[src/rtl/fetch_queue_pkg.sv]
// Shared sizing and entry layout for the instruction fetch queue.
package fetch_queue_pkg;

  localparam int FQ_DEPTH = 4;
  localparam int FQ_CNT_W = 3;

  // One queued fetch: the PC and the instruction read at it.
  typedef struct packed {
    logic [31:0] pc;
    logic [31:0] inst;
  } fq_entry_t;

endpackage

[src/rtl/fetch_queue.sv]
// Instruction fetch queue between the PC/ROM stage and decode. The PC stage
// cannot stall, so when the queue is full and nothing drains, the incoming
// pair is dropped and a replay is requested, which the controller turns into
// a jump back to the same PC. A flush (taken jump) empties the queue.
module fetch_queue
  import fetch_queue_pkg::*;
#(
  parameter int DEPTH = FQ_DEPTH,
  parameter int CNT_W = FQ_CNT_W
) (
  input  logic             clk,
  input  logic             rst,
  input  logic [31:0]      pc_i,
  input  logic [31:0]      inst_i,
  input  logic             flush_i,
  input  logic             deq_ready_i,
  output logic             deq_valid_o,
  output logic [31:0]      deq_pc_o,
  output logic [31:0]      deq_inst_o,
  output logic             replay_o,
  output logic [31:0]      replay_pc_o,
  output logic [CNT_W-1:0] count_o,
  output logic [15:0]      replay_cnt_o
);

  localparam int PTR_W = $clog2(DEPTH);

  fq_entry_t        mem [DEPTH];
  logic [PTR_W-1:0] rd_ptr;
  logic [PTR_W-1:0] wr_ptr;
  logic [CNT_W-1:0] count;
  logic             full;
  logic             pop;
  logic             push;

  // Handshake decode; a full queue still accepts when the head drains.
  assign full        = (count == CNT_W'(DEPTH));
  assign pop         = deq_valid_o & deq_ready_i;
  assign push        = !rst & !flush_i & (!full | pop);
  assign replay_o    = !rst & !flush_i & !push;
  assign replay_pc_o = pc_i;

  assign deq_valid_o = (count != '0);
  assign deq_pc_o    = mem[rd_ptr].pc;
  assign deq_inst_o  = mem[rd_ptr].inst;
  assign count_o     = count;

  // Entry storage; contents are not reset, validity lives in count.
  always_ff @(posedge clk) begin
    if (push) mem[wr_ptr] <= '{pc: pc_i, inst: inst_i};
  end

  // Pointers and occupancy; reset and flush both empty the queue and a
  // handshake in the flush cycle is discarded.
  always_ff @(posedge clk) begin
    if (rst || flush_i) begin
      rd_ptr <= '0;
      wr_ptr <= '0;
      count  <= '0;
    end else begin
      if (push) wr_ptr <= wr_ptr + PTR_W'(1);
      if (pop)  rd_ptr <= rd_ptr + PTR_W'(1);
      case ({push, pop})
        2'b10:   count <= count + CNT_W'(1);
        2'b01:   count <= count - CNT_W'(1);
        default: count <= count;
      endcase
    end
  end

  // Saturating replay-cycle counter; survives flush, cleared by reset only.
  always_ff @(posedge clk) begin
    if (rst)
      replay_cnt_o <= '0;
    else if (replay_o && replay_cnt_o != 16'hFFFF)
      replay_cnt_o <= replay_cnt_o + 16'd1;
  end

endmodule
[config.mk]
export PLATFORM = sky130hd
export DESIGN_NAME = fetch_queue
export DESIGN_NICKNAME = d
export VERILOG_FILES = /design/src/rtl/fetch_queue_pkg.sv /design/src/rtl/fetch_queue.sv
export SDC_FILE = /design/constraint.sdc
export NUM_CORES = 1
export LEC_CHECK = 0
export ABC_CLOCK_PERIOD_IN_PS = 5050
export BUFFER_PORTS_ARGS = -buffer_cell sky130_fd_sc_hd__buf_2
export CAP_MARGIN = 20
export CORE_MARGIN = 1
export CORE_UTILIZATION = 50
export DETAILED_ROUTE_END_ITERATION = 12
export GPL_ROUTABILITY_DRIVEN = 1
export MAX_ROUTING_LAYER = met4
export PLACE_DENSITY = 0.72
export SLEW_MARGIN = 40
export SYNTH_ARGS = -nofsm -noshare
export SYNTH_HDL_FRONTEND = slang
export SYNTH_SLANG_ARGS = --single-unit
[constraint.sdc]
create_clock -name clk -period 5.05 [get_ports clk]
set_input_delay 0.2525 -clock clk [delete_from_list [all_inputs] [get_ports clk]]
set_output_delay 0.2525 -clock clk [all_outputs]
set_load 0.01 [all_outputs]
# Word-level counts from Yosys, hierarchy flattened
# Memories as Yosys holds them, arrays and structs flattened. A register that Yosys moved wholly into a read port is not among the register bits.
# Cells that the tools add are included.
# totals
register_bits	23
ram_bits	256
in_bits	68
output_inout_bits	117
wordCells	32
memories	1
# op_classes
add_sub_neg	5
eq_ne	4
mux	5
bitwise	5
reduce_logical	8
# mem_list
name	depth	word_bits	read_ports	rd_ports_with_merged_regs	wr	line_no	text
mem	4	64	1	1	1	fetch_queue.sv:28	fq_entry_t mem [DEPTH];
# op_table
cell	count
adder 16 x 1 -> 16 bit (second input constant)	1
!= test 16 bit (second input constant)	1
case mux 3 bit (2 select lines)	1
adder 2 x 1 -> 2 bit (second input constant)	2
bitwise AND 1 bit	4
logical NOT 1 bit	4
2-to-1 mux 2 bit	2
adder 3 x 1 -> 3 bit (second input constant)	1
== test 3 bit (second input constant)	1
nonzero test 3 bit	1
subtractor 3 x 1 -> 3 bit (second input constant)	1
== test 2 x 1 -> 1 bit (second input constant)	1
== test 2 bit (second input constant)	1
2-to-1 mux 1 bit	2
nonzero test 2 bit	1
logical AND 1 bit	1
logical OR 1 bit	1
OR 1 bit	1

# Depth between registers and ports, before layout
# Gate-level depths: netlist of the first run.
# depth
word_depth	7
depth_mapped	7
depth_no_buf	6

# Least setup slack after synthesis of the first run
# No wires, ideal clock.
# synth_timing
kind	flip-flop to flip-flop
start	register count[2] (netlist: count_o[2])
end	register replay_cnt_o[13]
setup_ps	70
arrival_time_ps	2217
required_ps	4980
slack_ps	2762
path_stages_with_launch	6
path_buffers	1
period_less_slack_ps	2288
path_cell_list	dfxtp_1 > or4b_4 > or4_1 > clkbuf_2 > or4_1 > a21oi_1
# synth_between
elab_chain_len	7
elab_cells_between_ends	9
cone_classes	eq/ne: 1; bitwise: 4; reduce/logical: 4
# synth_rtl
element	line_no	text
start, declared	fetch_queue.sv:31	logic [CNT_W-1:0] count;
start signal, assigned	fetch_queue.sv:64	2'b10: count <= count + CNT_W'(1);
start signal, assigned	fetch_queue.sv:65	2'b01: count <= count - CNT_W'(1);
start signal, assigned	fetch_queue.sv:66	default: count <= count;
== test 3 bit or nonzero test 3 bit (tied branches)	fetch_queue.sv:37, fetch_queue.sv:43	
logical NOT 1 bit or bitwise AND 1 bit (tied branches)	fetch_queue.sv:39, fetch_queue.sv:38	
OR 1 bit *	fetch_queue.sv:39	assign push = !rst & !flush_i & (!full | pop);
bitwise AND 1 bit *	fetch_queue.sv:39	
logical NOT 1 bit *	fetch_queue.sv:40	assign replay_o = !rst & !flush_i & !push;
bitwise AND 1 bit *	fetch_queue.sv:40	
logical AND 1 bit *	fetch_queue.sv:75	else if (replay_o && replay_cnt_o != 16'hFFFF)
end signal, assigned	fetch_queue.sv:76	replay_cnt_o <= replay_cnt_o + 16'd1;
end, declared	fetch_queue.sv:23	output logic [15:0] replay_cnt_o
# Every way passes the cells marked *; elsewhere a longest branch is shown, timed or not.
# A chain may end at the register's enable or synchronous reset.

# Final worst setup path of the first run
# layout_timing
start	register count[2] (netlist: count_o[2])
end	output port replay_o
# layout_between
elab_chain_len	6
elab_cells_between_ends	8
cone_classes	eq/ne: 1; bitwise: 4; reduce/logical: 3
# layout_rtl
element	line_no	text
== test 3 bit or nonzero test 3 bit (tied branches)	fetch_queue.sv:37, fetch_queue.sv:43	
logical NOT 1 bit or bitwise AND 1 bit (tied branches)	fetch_queue.sv:39, fetch_queue.sv:38	
OR 1 bit *	fetch_queue.sv:39	
bitwise AND 1 bit *	fetch_queue.sv:39	
logical NOT 1 bit *	fetch_queue.sv:40	
bitwise AND 1 bit *	fetch_queue.sv:40	
end, declared	fetch_queue.sv:20	output logic replay_o,
# Marks and branches as above.

==> flow_summary.toml, run 1 <==
[die]
rows = 53
die_h_microns = 148.5
fp.dieW_microns = 148.5
die_area_sq_um = 22040
core_sq_um = 21020
num_io_pins = 185
initial_core_util = 0.5102

[sta]
finalHoldViolations = 0
period_share = 0.5064
slew_viol_final = 0
tightest_slew_ps = 623.3
fin_setup_tns_ps = 0
rsz0062_at_grt = "no"
setup_violations = 0
clock_skew_ps = 8.425
period_needed_ps = 2557
fmax_ghz = 0.3910
slew_headroom = 0.5834
timing.final.ws_setup_ps = 2493

[clock_network]
cts_resized = 0
cts_sinks = 281
root_buffer = "clkbuf_16"
cts_hold_buf = 64
cts_buffers = 27
clk_pin_slew_worst_paths_ps = 60
post_cts_buffers = 0
htree_levels = 1
insertion_delay_ps = 530
cts_tree = "built"
clk_path_buf_depth = 3

[placement]
place_hpwl_microns = 12370
gp_congestion = 0.8572
placed_area_sq_um = 11910
placed_cells = 937
dp_slack_ps = 2662
portBuffers = 184

[finish]
regArea_sq_um = 8195
drive_gt1_frac = 0.4028
multi_input_area_sq_um = 2220
layout_commonest_cell = "edfxtp_1"
antenna_cells = 0
nets = 829
final_area_sq_um = 13410
syn_to_final_growth_pct = 25.04
final_cell_mix = "256 x edfxtp_1, 184 x buf_2, 64 x mux4_2, 64 x dlygate4sd3_1, 27 x clkbuf_16"
instances_no_fill = 1047
fillers = 1412

[routing]
drc = 0
vias = 5700
totalWireLength_microns = 20000
vias_per_cell = 5.444
first_pass_iters = 5
wl_per_cell_microns = 19.11
ant_nets = 0
drt_iter0_markers = 263

[grt]
grt_first_pass_wirelength_microns = 30910
grt_max_degree = 35
antenna_found_initial = 0
met3_usage = 0.02699
grt-busiest-layer = "met2"
met1_usage = 0.2328
grt_use_total = 0.1896
grt_pass1_vias = 5879
met2_usage = 0.3238
gr-total-overflow = 0

[run_status]
outcome = "completed"

[critical_path]
cp_top_family = "simple AND/OR/NAND/NOR gates"
timing.rr.start = "count_o[1]"
rr_worst_depth = 4
cp-end-kind = "output port"
crit_chain = "nor4b_2 -> nand2_1 -> inv_1 -> buf_2"
worst-path-stages = 4
startpoint = "count_o[2]"
critPathSlowestCell = "nor4b_2"
critPathRequiredTime_ps = 4800
start_kind = "register"
critical_path_buf_inv_count = 2
crit_type = "register to output port"
arrival_ps = 2300
crit_path_max_incr_delay_ps = 570
critPathMaxFanout = 13

[power_and_ir_drop]
p_per_area_nw_per_um2 = 359.7
p_leak_nw = 4.610
peakVddDrop_uv = 310.1

[yosys]
synth_cell_types = 41
synth_edf_count = 256
netlist_instances = 519
yosys.area_share.simple = 0.03815
synth_flop_cell = "edfxtp_1"
synth_area_sq_um = 10730
synth_top_family_by_area = "multiplexers"
yosys_register_bits = 281
synthAdderAreaFrac = 0.007699
async_flop_share = 0
synth_nets = 593
synth.mux.area_fraction = 0.1395
ys_warn_count = 0
seq_area_frac_synth = 0.7634
avgSynthCellArea_sq_um = 20.67
synth_xor_area_frac = 0.002450
synth_compound_area_frac = 0.01645

[worst_hold_path]
hp-start = "deq_ready_i"
hold_depth = 3
min_path_type = "input pin to register"

[run]
maxCapViolCount = 0
==> routing by layer <==
metal | share of wire | up-vias
met2 | 0.52 | 192
met3 | 0.049 | 40
met1 | 0.40 | 2900
met4 | 0.023 | 0
li1 | - | 2568
met5 | 0 | -
==> cell usage after synthesis (5+ instances only) <==
| cell type | n | area, sq um |
|---|---|---|
| a21oi_1 | 13 | 65.06 |
| buf_1 | 7 | 26.28 |
| buf_4 | 33 | 247.7 |
| clkbuf_1 | 11 | 41.29 |
| dfxtp_1 | 25 | 500.5 |
| edfxtp_1 | 256 | 7687 |
| ha_1 | 5 | 62.56 |
| inv_1 | 7 | 26.28 |
| mux4_2 | 64 | 1441 |
| nand2_1 | 13 | 48.80 |
| nor2_1 | 15 | 56.30 |
| nor3_1 | 6 | 30.03 |
| o31ai_1 | 5 | 37.54 |
| or4_1 | 7 | 52.55 |
==> power by group <==
group	leakage (nW)	total (W)	internal [W]	switching (W)
clock	0.421	0.00196	0.00118	0.000781
sequential	2.53	0.00259	0.00258	0.0000129
combinational	1.66	0.000274	0.000137	0.000136
total	4.61	0.00482	0.00389	0.000930
==> through the flow <==
| step | total power, W | hold slack, ps | utilization |
|---|---|---|---|
| after floorplan | 0.002771 | 351.4 | - |
| after global placement | 0.002860 | 462.0 | 0.5569 |
| after detailed placement | 0.002881 | 469.2 | 0.5665 |
| after CTS | 0.004876 | 31.69 | 0.6379 |
| after global routing | 0.004987 | 79.38 | 0.6379 |
| final | 0.004824 | 59.10 | 0.6379 |
==> flip-flops by register name, indices dropped and copies added (netlist names), named ones only <==
name,cells
mem,256
replay_cnt_o,16
count_o,3
rd_ptr,2
wr_ptr,2
==> worst paths after layout <==
| kind | to | slack, ps |
|---|---|---|
| worst min register to register | wr_ptr[1] | 500 |
| worst max register to register | replay_cnt_o[13] | 2610 |
| worst max-delay path | replay_o | 2490 |
| worst min-delay path | count_o[0] | 60 |
==> area by class of cell <==
cell class,instances,share of cell area
Timing Repair Buffer,259,0.1316
Clock inverter,14,0.01241
Sequential cell,281,0.6111
Tap cell,275,0.02566
Multi-Input combinational cell,179,0.1655
Inverter,7,0.001959
Clock buffer,32,0.05178
==> worst reg2reg max path, stage by stage (launching register included) <==
cell and delay [ps]:
dfxtp_1 400, or4b_4 610, or4_1 670, or4_1 550, a21oi_1 150
==> cells by family after synthesis <==
logic type | Yosys count
fa+ha+maj | 6
simple gates | 73
mux | 69
buf+inv | 59
xor+xnor | 3
compound gates | 28
flops | 281
Note: power is estimated with default switching activity, not from simulation.
==> run 2, diff against run 1 <==
--- a/config.mk
+++ b/config.mk
@@ -5,7 +5,7 @@
 export SDC_FILE = /design/constraint.sdc
 export NUM_CORES = 1
 export LEC_CHECK = 0
-export ABC_CLOCK_PERIOD_IN_PS = 5050
+export ABC_CLOCK_PERIOD_IN_PS = 2100
 export BUFFER_PORTS_ARGS = -buffer_cell sky130_fd_sc_hd__buf_2
 export CAP_MARGIN = 20
 export CORE_MARGIN = 1
@@ -13,7 +13,7 @@
 export DETAILED_ROUTE_END_ITERATION = 12
 export GPL_ROUTABILITY_DRIVEN = 1
 export MAX_ROUTING_LAYER = met4
-export PLACE_DENSITY = 0.72
+export PLACE_DENSITY = 0.75
 export SLEW_MARGIN = 40
 export SYNTH_ARGS = -nofsm -noshare
 export SYNTH_HDL_FRONTEND = slang
==> constraint.sdc (replaced) <==
create_clock -name clk -period 2.1 [get_ports clk]
set_input_delay 0.105 -clock clk [delete_from_list [all_inputs] [get_ports clk]]
set_output_delay 0.105 -clock clk [all_outputs]
set_load 0.01 [all_outputs]
==> run 2 against run 1 <==
Highest routed layer unchanged. Clock power increased to 2.6 times the previous value. Clock-buffer cell count increased by 7. Sequential power increased by 140%. Die area unchanged. Design area increased by 2.2%. Global-route usage increased by 0.62 points. The flow now finishes with violations (setup timing). Sequential share of layout area decreased by 1.3 points. Combinational power increased to 2.5 times the previous value.
==> flow_summary.toml, run 2 (synthesis results as in run 1) <==
[clock_network]
root_buffer = "clkbuf_16"
cts_sinks = 281
cts_buffers = 28
htree_levels = 1
clk_path_buf_depth = 3
insertion_delay_ps = 530
clk_pin_slew_worst_paths_ps = 60
cts_tree = "built"

[die]
initial_core_util = 0.5102
die_h_microns = 148.5
num_io_pins = 185
rows = 53
die_area_sq_um = 22040
core_sq_um = 21020
fp.dieW_microns = 148.5

[critical_path]
timing.rr.start = "count_o[1]"
critPathMaxFanout = 5
r2r_slack_ps = -20
critPathSlowestCell = "or4_4"
crit_path_max_incr_delay_ps = 530
critPathRequiredTime_ps = 2560
cp-endpoint = "replay_cnt_o[13]"
r2r_end = "replay_cnt_o[13]"
rr_worst_depth = 4
arrival_ps = 2580
worst_path_most_repeated_cell = "or4_4"
crit_type = "register to register"
start_kind = "register"
startpoint = "count_o[1]"
cp-end-kind = "register"
crit_chain = "or4b_4 -> or4_4 -> or4_4 -> a21oi_2"

[routing]
ant_nets = 0
first_pass_iters = 4
totalWireLength_microns = 20780
wl_per_cell_microns = 19.40
vias = 5794
drt_iter0_markers = 303
drc = 0
vias_per_cell = 5.410

[grt]
grt_use_total = 0.1958
grt_first_pass_wirelength_microns = 32020
met2_usage = 0.3334
grt_max_degree = 65
met1_usage = 0.2421
met3_usage = 0.03313
grt-busiest-layer = "met2"
grt_pass1_vias = 6137
gr-total-overflow = 0
antenna_found_initial = 0

[run_status]
outcome = "finished, violations left"
violations = "setup timing"

[sta]
timing.final.ws_setup_ps = -18.40
clock_skew_ps = 20.70
finalHoldViolations = 0
slew_viol_final = 0
period_needed_ps = 2118
period_share = 1.009
rsz0062_at_grt = "yes"
setup_violations = 1
fin_setup_tns_ps = -18.40
fmax_ghz = 0.4721
slew_headroom = 0.7064
timing.hold.ws_ps = 38.00
tightest_slew_ps = 438.5

[placement]
portBuffers = 184
gp_congestion = 0.8212
placed_area_sq_um = 12060
place_hpwl_microns = 12900
placed_cells = 953

[finish]
layout_commonest_cell = "edfxtp_1"
final_cell_mix = "256 x edfxtp_1, 184 x buf_2, 66 x dlygate4sd3_1"
drive_gt1_frac = 0.4309
syn_to_final_growth_pct = 27.83
multi_input_area_sq_um = 2233
instances_no_fill = 1071
nets = 850
final_area_sq_um = 13710
regMostFlops = "mem"
regArea_sq_um = 8200
fillers = 1405
antenna_cells = 0
largest_reg_flops = 256

[power_and_ir_drop]
finalPower_w = 0.01193
peakVddDrop_uv = 488.8
p_leak_nw = 4.767
p_per_area_nw_per_um2 = 870.1

[run]
maxCapViolCount = 0

[worst_hold_path]
min_path_type = "input pin to register"
run 2: where the power goes:
group	internal (W)	total, W	switching [W]
sequential	0.00621	0.00623	0.0000270
clock	0.00306	0.00501	0.00195
combinational	0.000349	0.000688	0.000339
run 2: worst max-delay path: cells and delay by family (launching register included):
family           cells  cell delay [ps]
AO/OA/AOI/OAI        1              150
flip-flops           1              340
AND/OR/NAND/NOR      3             1580
run 2: layout make-up:
cell class	count	area share
clock buffers	39	0.05932
clock inverters	11	0.01004
inverters	7	0.001916
multi-input cells	179	0.1629
flip-flops and latches	281	0.5981
well taps	275	0.02510
repair buffers	279	0.1426
run 2: worst min-delay path by stage:
stage                    start    endpoint  slack, ps  cells after the start
floorplan            inst_i[0]   mem[0][0]        200                      0
global placement    inst_i[19]  mem[0][19]        320                      1
detailed placement   inst_i[3]   mem[3][3]        320                      1
CTS                    flush_i  count_o[1]         10                      4
global route           flush_i   wr_ptr[1]         40                      4
finish                 flush_i   wr_ptr[0]         40                      4
run 2: timing repair:
action                                 in CTS  in global routing
setup endpoints to repair                  57                  4
endpoints found under the hold margin     260                  0
buffers inserted                            2                  0
hold buffers                               66                  0
pin swaps                                   0                  1
gates resized for setup                     5                  1
run 2: layer usage:
metal / wire length (microns) / share of wire / up-vias
li1: - / - / 2609
met1: 8330 / 0.40 / 2936
met2: 10730 / 0.52 / 212
met3: 1333 / 0.064 / 37
met4: 385 / 0.019 / 0
met5: 0 / 0 / -
run 2: per-stage QoR:
step                worst slack [ps]    util
floorplan                     -101.6       -
global placement              -51.28  0.5653
detailed placement            -85.99  0.5737
CTS                           -32.15  0.6521
global route                  -57.95  0.6522
finish                        -18.40  0.6522
